`src/rtl/hls_phi_add.sv`:
```
// hls_phi_add: last-block register, phi selector and independent adder.
// The phi selector picks the value of the lowest-indexed pair whose block id
// matches the registered last_block. Zero is the fallback when no id matches.
// Optional macro HLS_PHI_ADD_OUTREG_EN registers phi_out, phi_hit and add_out,
// which adds one cycle of latency. The default build leaves them combinational.

// Branch block with no ports and no logic; present for hierarchy elaboration.
module br_dummy;
endmodule

module hls_phi_add #(
  parameter int WIDTH   = 32,
  parameter int NB_PAIR = 2
) (
  input  logic                     clk,
  input  logic                     rst,
  input  logic [31:0]              bb_id,
  input  logic                     bb_commit,
  output logic [31:0]              last_block,
  input  logic [NB_PAIR*WIDTH-1:0] phi_in,
  input  logic [NB_PAIR*32-1:0]    phi_s,
  output logic [WIDTH-1:0]         phi_out,
  output logic                     phi_hit,
  input  logic [WIDTH-1:0]         add_in0,
  input  logic [WIDTH-1:0]         add_in1,
  output logic [WIDTH-1:0]         add_out
);

  logic [31:0]        last_block_q, last_block_d;
  logic [NB_PAIR-1:0] match;
  logic [WIDTH-1:0]   phi_out_d;
  logic               phi_hit_d;
  logic [WIDTH-1:0]   add_out_d;

  br_dummy u_br_dummy ();

  // Next last-block value: load on commit, otherwise hold.
  always_comb begin
    last_block_d = last_block_q;
    if (bb_commit) last_block_d = bb_id;
  end

  // Last-block register. Reset takes priority over commit.
  always_ff @(posedge clk) begin
    if (rst) last_block_q <= '0;
    else     last_block_q <= last_block_d;
  end

  assign last_block = last_block_q;

  // Per-pair comparators. They only see the registered block id.
  for (genvar g = 0; g < NB_PAIR; g++) begin : g_match
    assign match[g] = (phi_s[g*32 +: 32] == last_block_q);
  end

  // Priority pick. Scanning downward means the lowest matching index is written last and wins.
  always_comb begin
    phi_out_d = '0;
    phi_hit_d = 1'b0;
    for (int i = NB_PAIR - 1; i >= 0; i--) begin
      if (match[i]) begin
        phi_out_d = phi_in[i*WIDTH +: WIDTH];
        phi_hit_d = 1'b1;
      end
    end
  end

  // Wrapping unsigned add. The carry is dropped.
  always_comb add_out_d = add_in0 + add_in1;

`ifdef HLS_PHI_ADD_OUTREG_EN
  logic [WIDTH-1:0] phi_out_q;
  logic             phi_hit_q;
  logic [WIDTH-1:0] add_out_q;

  // Output registers add one cycle of latency on every result path.
  always_ff @(posedge clk) begin
    if (rst) begin
      phi_out_q <= '0;
      phi_hit_q <= 1'b0;
      add_out_q <= '0;
    end else begin
      phi_out_q <= phi_out_d;
      phi_hit_q <= phi_hit_d;
      add_out_q <= add_out_d;
    end
  end

  assign phi_out = phi_out_q;
  assign phi_hit = phi_hit_q;
  assign add_out = add_out_q;
`else
  assign phi_out = phi_out_d;
  assign phi_hit = phi_hit_d;
  assign add_out = add_out_d;
`endif

endmodule

```
`config.mk`:
```
export PLATFORM = sky130hd
export DESIGN_NAME = hls_phi_add
export DESIGN_NICKNAME = d
export VERILOG_FILES = /design/src/rtl/hls_phi_add.sv
export SDC_FILE = /design/constraint.sdc
export NUM_CORES = 1
export LEC_CHECK = 0
export CORE_AREA = 2 2 126 128
export CTS_CLUSTER_SIZE = 16
export DETAILED_ROUTE_END_ITERATION = 7
export DIE_AREA = 0 0 128 130
export PLACE_DENSITY = 0.76
export SYNTH_ARGS = -nofsm -noshare
export SYNTH_HDL_FRONTEND = slang
export SYNTH_SLANG_ARGS = --single-unit
```
`constraint.sdc`:
```
create_clock -name clk -period 3.22 [get_ports clk]
set_input_delay 0.644 -clock clk [delete_from_list [all_inputs] [get_ports clk]]
set_output_delay 0.644 -clock clk [all_outputs]
set_load 0.005 [all_outputs]
```
# Word level (Yosys, flattened, before mapping)
# Cells that the tools add are included.
dict set report classes {
  add_sub_neg 1
  n_mux 4
  n_eq_ne 2
}
# op n
set ops {}
lappend ops {{32-bit equality test} 2}
lappend ops {{32-bit 2-to-1 mux} 2}
lappend ops {{32-bit adder} 1}
lappend ops {{1-bit 2-to-1 mux} 2}
dict set report totals {
  out_inout_bits 97
  word_cells 8
  register_bits 32
  in_bits 227
}

# Depth between registers and ports, before layout
# Gate-level depths: netlist of run 1.
dict set report depth {
  depth_word 3
  ltp_mapped 9
  depth_no_buf 9
}

# Worst setup path before layout of run 1
# OpenSTA, ideal clock, no wires.
dict set report synth_path {
  path_type {in2out}
  from {input add_in0[0]}
  to {output add_out[16]}
  setup_slack_ns -0.180
  path_buffers 0
  arrival_time_ns 2.756
  required_ns 2.576
  path_stages 9
  path_cell_list {ha_1 fa_1 a21o_1 a221oi_4 o211ai_2 a31o_2 nor2b_1 a311oi_1 xnor2_1}
}
dict set report synth_between {
  elab_chain_cells 1
}
# element line_no
set synth_rtl {}
lappend synth_rtl {{from (decl)} 24} ;# input logic [WIDTH-1:0] add_in0,
lappend synth_rtl {{32-bit adder} 69} ;# always_comb add_out_d = add_in0 + add_in1;
lappend synth_rtl {{to (decl)} 26} ;# output logic [WIDTH-1:0] add_out
# Every way passes these cells.

# Final worst setup path of run 1
dict set report layout_path {
  from {input add_in0[0]}
  to {output add_out[30]}
}
# The elaborated chain is that of the path after synthesis.

==> results of run 1 <==
cells in the final DEF, fill, tap and decap left out, drive strengths merged, types with 4 or more instances in the layout:
cell type / count
a21o: 12
a21oi: 26
and3: 5
buf: 217
clkbuf: 32
clkdlybuf4s15: 10
clkdlybuf4s50: 150
dfxtp: 32
dlygate4sd2: 66
dlymetal6s2s: 13
ha: 31
inv: 39
mux2i: 32
nand2: 17
nand3: 37
nand4: 18
nor2: 51
nor3: 4
nor4: 11
o21ai: 46
xnor2: 49
xor2: 45
path summary, 6_finish.rpt:
check	startpoint	to	slack, ns	cells after the start
setup reg to reg	last_block[11]$_SDFFE_PP0P_	last_block[11]$_SDFFE_PP0P_	2.33	3
hold reg to reg	last_block[22]$_SDFFE_PP0P_	last_block[22]$_SDFFE_PP0P_	0.57	2
setup / recovery	add_in0[0]	add_out[30]	-0.60	12
hold / removal	last_block[22]$_SDFFE_PP0P_	last_block[22]$_SDFFE_PP0P_	0.57	2
worst max-delay path, delay by kind of cell:
kind / cells / cell delay [ns]
xor+xnor: 1 / 0.27
simple gates: 2 / 0.39
fa+ha+maj: 2 / 0.51
compound gates: 4 / 0.92
buf+inv: 3 / 0.43
where the power goes:
group          internal, W  leakage (nW)  switching, W  total, W
combinational     0.000811          4.05      0.000584   0.00139
sequential        0.000420         0.264     0.0000360  0.000456
clock             0.000304        0.0766      0.000176  0.000481
per-layer routing:
metal	vias to the layer above	wire length [um]
met5	-	13
met4	2	1070
met3	69	1580
met2	319	12000
met1	2839	8240
li1	2801	-
metrics by stage:
stage          setup TNS, ns  utilization [%]
6_report               -4.10             61.2
3_3_place_gp          -31.98             52.9
3_5_place_dp          -33.21             52.9
4_1_cts                -2.81             59.8
2_1_floorplan        -0.0874                -
5_1_grt                -5.55             61.2
repair_timing:
action / in CTS / in global routing
hold endpoints to repair: 0 / 0
buffers inserted: 37 / 20
pin swaps: 99 / 78
hold buffers: 0 / 0
gates cloned: 6 / 0
gates resized for setup: 493 / 103
setup endpoints to repair: 61 / 49
area by class of cell:
| class | count | area share [%] |
|---|---|---|
| diodes | 3 | 0.0795 |
| clock inverters | 2 | 0.106 |
| well taps | 192 | 2.54 |
| inverters | 39 | 1.55 |
| repair buffers | 483 | 45.3 |
| flip-flops and latches | 32 | 6.78 |
| multi-input cells | 431 | 42.1 |
| clock buffers | 6 | 1.47 |
kinds of logic after synthesis:
logic type / count (synthesis) / share of synthesized area (%)
flops: 32 / 16.1
compound gates: 121 / 19.9
fa+ha+maj: 32 / 10.3
simple gates: 152 / 18.5
buf+inv: 66 / 6.42
xor+xnor: 94 / 20.7
mux: 32 / 8.06
==> results summary, run 1 <==
The total core area is 15400 um^2. CTS placed an instance of clkbuf_16 at the clock tree root. The synthesized netlist occupies a cell area of 3970 um^2. TritonCTS built the clock tree. The routability congestion estimate from global placement is 0.923. After clock tree synthesis, the clock-pin slew on the worst setup and hold paths is 0.05 ns. The hold violation total from the final report is 0.

The signal on the critical path passes through buf_6 > ha_4 > fa_2 > a21o_1 > a221oi_4 > o211ai_2 > a311oi_2 > buf_4 > nor4_2 > or3_4 > xor2_2 > buf_2. The H-tree generated during clock tree synthesis spans 2 levels. The worst hold path belongs to the class flip-flop to flip-flop. The flow ran to the end, but the final reports show violations. The power density over the cells is 247 nW/um^2. The count of warnings emitted by yosys came out at 0. The via count of the first global-routing pass was 6056.

The commonest cells after synthesis are 51 x nor2_1, 49 x xnor2_1, 45 x o21ai_0, 45 x xor2_1, 39 x inv_1. IR analysis of the VDD net gives a maximum drop of 0.335 mV. The cell area after placement is 8160 um^2. The non-filler instance count after layout is 1188. The insertion delay to the later sink of the worst-skew pair is 0.28 ns. The routed via count divided by cell count is 5.08. The area of the die came out at 16600 um^2. The final net count came out at 1251.

The tool flagged a number of max-cap violations equal to 0. For this design, the slowest cell found on the critical path is fa_2. For this run, the slowest stage of the critical path takes 0.36 ns. The final layout contains routed wiring with a total length of 22.9 mm. The worst hold slack after final layout came out at 0.574 ns. For the final database, setup skew stands at 0 ns. The worst path arrival time is 3.17 ns. The setup slack after placement came out at -1.21 ns. The clock period minus final worst setup slack is 3.82 ns. Entering global routing, the biggest net connects 33 pins. The critical path data required time came out at 2.58 ns. The wire length of the first global-routing pass is 31.7 mm.

The met3 capacity usage during global routing came out at 4.80%. The total count of max-transition violations in the final report was 0. Measured against its own limit, the worst slew margin works out to 36.0%.

Counting every net in the synthesized netlist gives 788. The share of the Yosys chip area taken by registers is 16.1%. The starting DRC count in detailed routing is 287. The total DRC errors in the routed layout is 0.

Of all cell types, the one taking the most synthesized area is dfxtp_1. The number of synthesized flops with an enable pin came out at 0. In this run the worst path has a maximum fanout of 4. The filler cells instantiated in the layout total 1237. Each instance of the synthesized netlist takes up on average 7.51 um^2. The vertical die dimension is 130 um. The area of all sequential standard cells came out at 641 um^2. Synthesis handed over a netlist of 529 instances. The worst setup path is of the input port to primary output kind. The initial core utilization is 25.8%. Across every metal layer, demand over resource in global routing totals 24.6%. The dominant synthesized flop cell is dfxtp_1. The fraction of layout instances using a drive strength above 1 came out at 36.8%. The count of standard-cell rows is 46.

The count of input and output buffers is 323. Ranked by total cell area, the synthesized netlist is headed by dfxtp_1 16%, xnor2_1 11%, xor2_1 9.9%. Synthesis inferred 32 register bits. The total area of multi-input combinational cells came out at 3980 um^2. The synthesized design devotes to its leading area cell type 16.1% of total area. Setup repair after global routing could not meet its margin everywhere. Among all cell types in the netlist, the one instantiated most often is nor2_1. The synthesis-to-finish area growth came out at 138%. The number of buffers between clock root and the deepest sink is 2. The transition time at the pin with the least slew margin is 0.960 ns.

The overall die width is 128 um. The placed cell count is 1119. The final reports fail on negative setup slack. The critical path startpoint category is an input port. Global routing used 46.7% of the available met2 tracks.

The number of I/O pins is 324. Yosys mapped the design onto 53 distinct sky130hd cell types. The flip-flop count of the largest register after layout came out at 32. The routed wire length per instance is 19.3 um. The half-perimeter wire length after placement is 15.5 mm. Setup violations remaining at the end of the flow were counted as 21. The share of synthesized registers carrying an async set or reset came out at 0%.

The routed layout has 6030 vias. The clock sink count is 32. The final worst setup slack is -0.598 ns.

The highest clock frequency the design can meet is 0.262 GHz. The count of nets left with antenna violations after detail routing is 0. The leftover overflow at the end of global routing is 0. The CTS buffer count came out at 5. The final critical path takes up 119% of the cycle. The post-route standard cell area excluding fillers came out at 9440 um^2. The layer carrying the most global-route usage is met2. The met1 usage came out at 26.0%.

The static leakage came out at 4.39 nW. The type of element capturing the critical path is a primary output. The initial antenna violation count was 5.

The count of TritonRoute iterations in the first routing pass is 4. The overall power after layout is 0.00233 W.
Note: power is estimated with default switching activity, not from simulation.
==> run 2: changes to the inputs <==
ABC_AREA = 0   (was not set)
==> results of run 2 <==
Final layout, timing and power as in run 1 (identical DEF).
==> run 3: changes to the inputs <==
CORE_AREA = 3 3 123 125   (was 2 2 126 128)
DIE_AREA = 0 0 126 128   (was 0 0 128 130)
PLACE_DENSITY = 0.8   (was 0.76)
==> run 3 against run 2 <==
  * Largest power group unchanged
  * Routed wire length is 11% higher
  * Setup slack better by 0.066 ns
  * Critical endpoint unchanged
  * Largest cell class unchanged
  * Sequential power is 0.9% higher
  * Register-to-register slack better by 0.03 ns
  * Non-clock buffer count is 10 higher
  * The run still ends with negative setup slack left
==> results summary, run 3 (synthesized netlist as in run 1, its figures left out) <==
The run finished, with violations left. The checks that failed: negative setup slack. The overall die width came out at 126 um. In the layout the commonest cells are 149 x clkdlybuf4s50_1, 127 x buf_4, 65 x buf_2.

The peak fanout along the critical path came out at 3. The total DRC errors in the routed layout is 0. The total count of max-transition violations in the final report came out at 0. In this run the tool buffered the top-level ports with 323 buffer cells. The transition time at the pin with the least slew margin came out at 0.955 ns. STA classifies the critical path startpoint as an input port. The post-route fraction of the period consumed by the critical path is 117%. The placed cell count is 1115.

The routability congestion estimate from global placement came out at 0.954. The area of the die is 16100 um^2. The library cell used most frequently in the layout, excluding fill and tap cells, is clkdlybuf4s50_1. The switching component of the power is 0.000856 W.

The wire length after detailed routing is 25.4 mm. The initial antenna violation count came out at 8. The setup violation total in the final timing report came out at 21. The via count of the first global-routing pass is 6456. In this design, the largest share of critical-path delay is due to compound AO/OA/AOI/OAI gates. For this run, the detailed router's first-pass iteration total came to 5. The largest single stage delay on the critical path is 0.38 ns. The tree is rooted in a clkbuf_16. The leftover overflow at the end of global routing came out at 0. Derived from the worst setup path, the maximum achievable clock frequency is 0.267 GHz. The slowest stage of the critical path belongs to the cell or3_1. The vias after detailed routing is 6302. The fraction of layout instances using a drive strength above 1 came out at 39.6%.

The global router's overall resource usage came out at 26.9%. The tightest min-delay check is of the flip-flop to flip-flop type. The total core area is 14000 um^2.

In this run, the combinational gates consume 59.7% of the power. The number of buffers and inverters on the critical path is 3. The vertical die dimension came out at 128 um.

The count of nets left with antenna violations after detail routing is 0. The met2 global-route usage is 49.9%. The flip-flop count of the largest register after layout is 32. The layer flagged by global routing as most heavily used is met2.

The final layout contains 1261 nets. The proportion of total power due to net switching came out at 34.5%. The final worst setup slack came out at -0.532 ns.

The critical path is of the input port to primary output type. The clock share of power came out at 21.8%. The count of cells in the finished layout, fillers not included, comes to 1189. Global routing consumed, on the met3 layer, 5.71% of the routing resources. The synthesis-to-finish area growth came out at 142%. The worst path arrival time came out at 3.11 ns. The met1 usage came out at 28.6%. Subtracting the final worst setup slack from the clock period gives 3.75 ns. The CTS buffer count is 5. The critical path data required time is 2.58 ns. The clock-pin slew on the worst setup and hold paths came out at 0.05 ns.

The number of fill cells in the layout is 967. The worst setup path is captured at a primary output. Dividing total power by cell area gives a power density of 258 nW/um^2. The peak supply drop is 0.292 mV. Once detailed placement completed, the half-perimeter wirelength came to 16.5 mm.

The remaining max-slew budget at the tightest pin came out at 36.3%. 324 I/O pins were placed. The clock arrives with 0 ns of skew. After detailed routing, the number of vias per cell comes to 5.30.

The hold violation total from the final report came out at 0. The largest net degree at the start of global routing came out at 33. The initial core utilization is 28.4%.

The max-cap check violation count came out at 0. The fraction of power consumed by sequential logic is 18.6%. The clock passes through at most 2 buffers. The wire length of the first global-routing pass came out at 34.5 mm. The count of standard-cell rows is 43.

The routed wire length per instance is 21.4 um. The clock sink count is 32. The setup slack after placement is -1.18 ns. The insertion delay to the later sink of the worst-skew pair is 0.27 ns. After the first detailed-routing iteration, the DRC count stood at 445. The cell-internal power came out at 0.00162 W.

The static leakage came out at 4.43 nW. The number of H-tree levels is 2. Setup repair after global routing could not meet its margin everywhere.

Traced cell by cell, the critical path runs through buf_6 > ha_4 > fa_2 > a21o_1 > a221oi_4 > o211ai_2 > a311oi_2 > buf_4 > nor4_1 > or3_1 > xor2_2 > buf_2. The TritonCTS clock tree is built.
## run 3: cell count changes in the layout (fill, tap and decap cells not counted), moves of 5 or more
cell,previous run,this run
buf_2,49,65
clkbuf_2,26,18
o21ai_0,28,20
buf_6,35,41
dlymetal6s2s_1,13,8
xor2_1,41,36
## run 3: cell type report
cell class	count	area, um^2	share of cell area [%]
well taps	180	225	2.35
clock inverters	2	35.0	0.365
flip-flops and latches	32	641	6.67
inverters	39	146	1.52
multi-input cells	431	4090	42.6
repair buffers	493	4320	45.0
clock buffers	6	129	1.34
diodes	6	15.0	0.156
## run 3: timing repair
action	4_1_cts	5_1_grt
endpoints found under the setup margin	61	53
pin swaps	107	102
setup buffers	42	26
hold buffers	0	0
gates resized for setup	539	131
cloned	5	0
## run 3: final timing paths
kind,from,endpoint,slack [ns],depth (start not counted)
max,add_in1[0],add_out[30],-0.53,12
min,last_block[0]$_SDFFE_PP0P_,last_block[0]$_SDFFE_PP0P_,0.59,2
min reg2reg,last_block[0]$_SDFFE_PP0P_,last_block[0]$_SDFFE_PP0P_,0.59,2
max reg2reg,last_block[10]$_SDFFE_PP0P_,last_block[10]$_SDFFE_PP0P_,2.36,3
## run 3: power groups by stage
stage | Combinational, W | Clock [W] | Sequential (W)
after global placement | 0.00118 | 0 | 0.000464
after global routing | 0.00155 | 0.000552 | 0.000463
after CTS | 0.00131 | 0.000538 | 0.000459
final | 0.00148 | 0.000539 | 0.000460
after floorplan | 0.000439 | 0 | 0.000458
after detailed placement | 0.00120 | 0 | 0.000464
## run 3: metal layers
metal / part of all wire (%) / up-vias
met2: 52 / 421
li1: - / 2820
met4: 5.8 / 4
met3: 8.5 / 124
met5: 0.090 / -
met1: 34 / 2933
## run 3: through the flow
stage	instance area (um^2)	setup TNS, ns	total power (W)	util (%)	hold slack [ns]
2_1_floorplan	3990	-0.0874	0.000897	-	0.546
3_3_place_gp	8200	-33.37	0.00165	58.6	0.556
3_5_place_dp	8200	-35.36	0.00167	58.6	0.568
4_1_cts	9340	-2.92	0.00231	66.8	0.584
5_1_grt	9600	-7.30	0.00257	68.6	0.611
6_report	9600	-4.69	0.00248	68.6	0.593
## run 3: tightest hold or removal path: cells and delay by family, from the launching register on
family,cells,cell delay (ns)
AND/OR/NAND/NOR,1,0.05
multiplexers,1,0.14
flip-flops,1,0.36
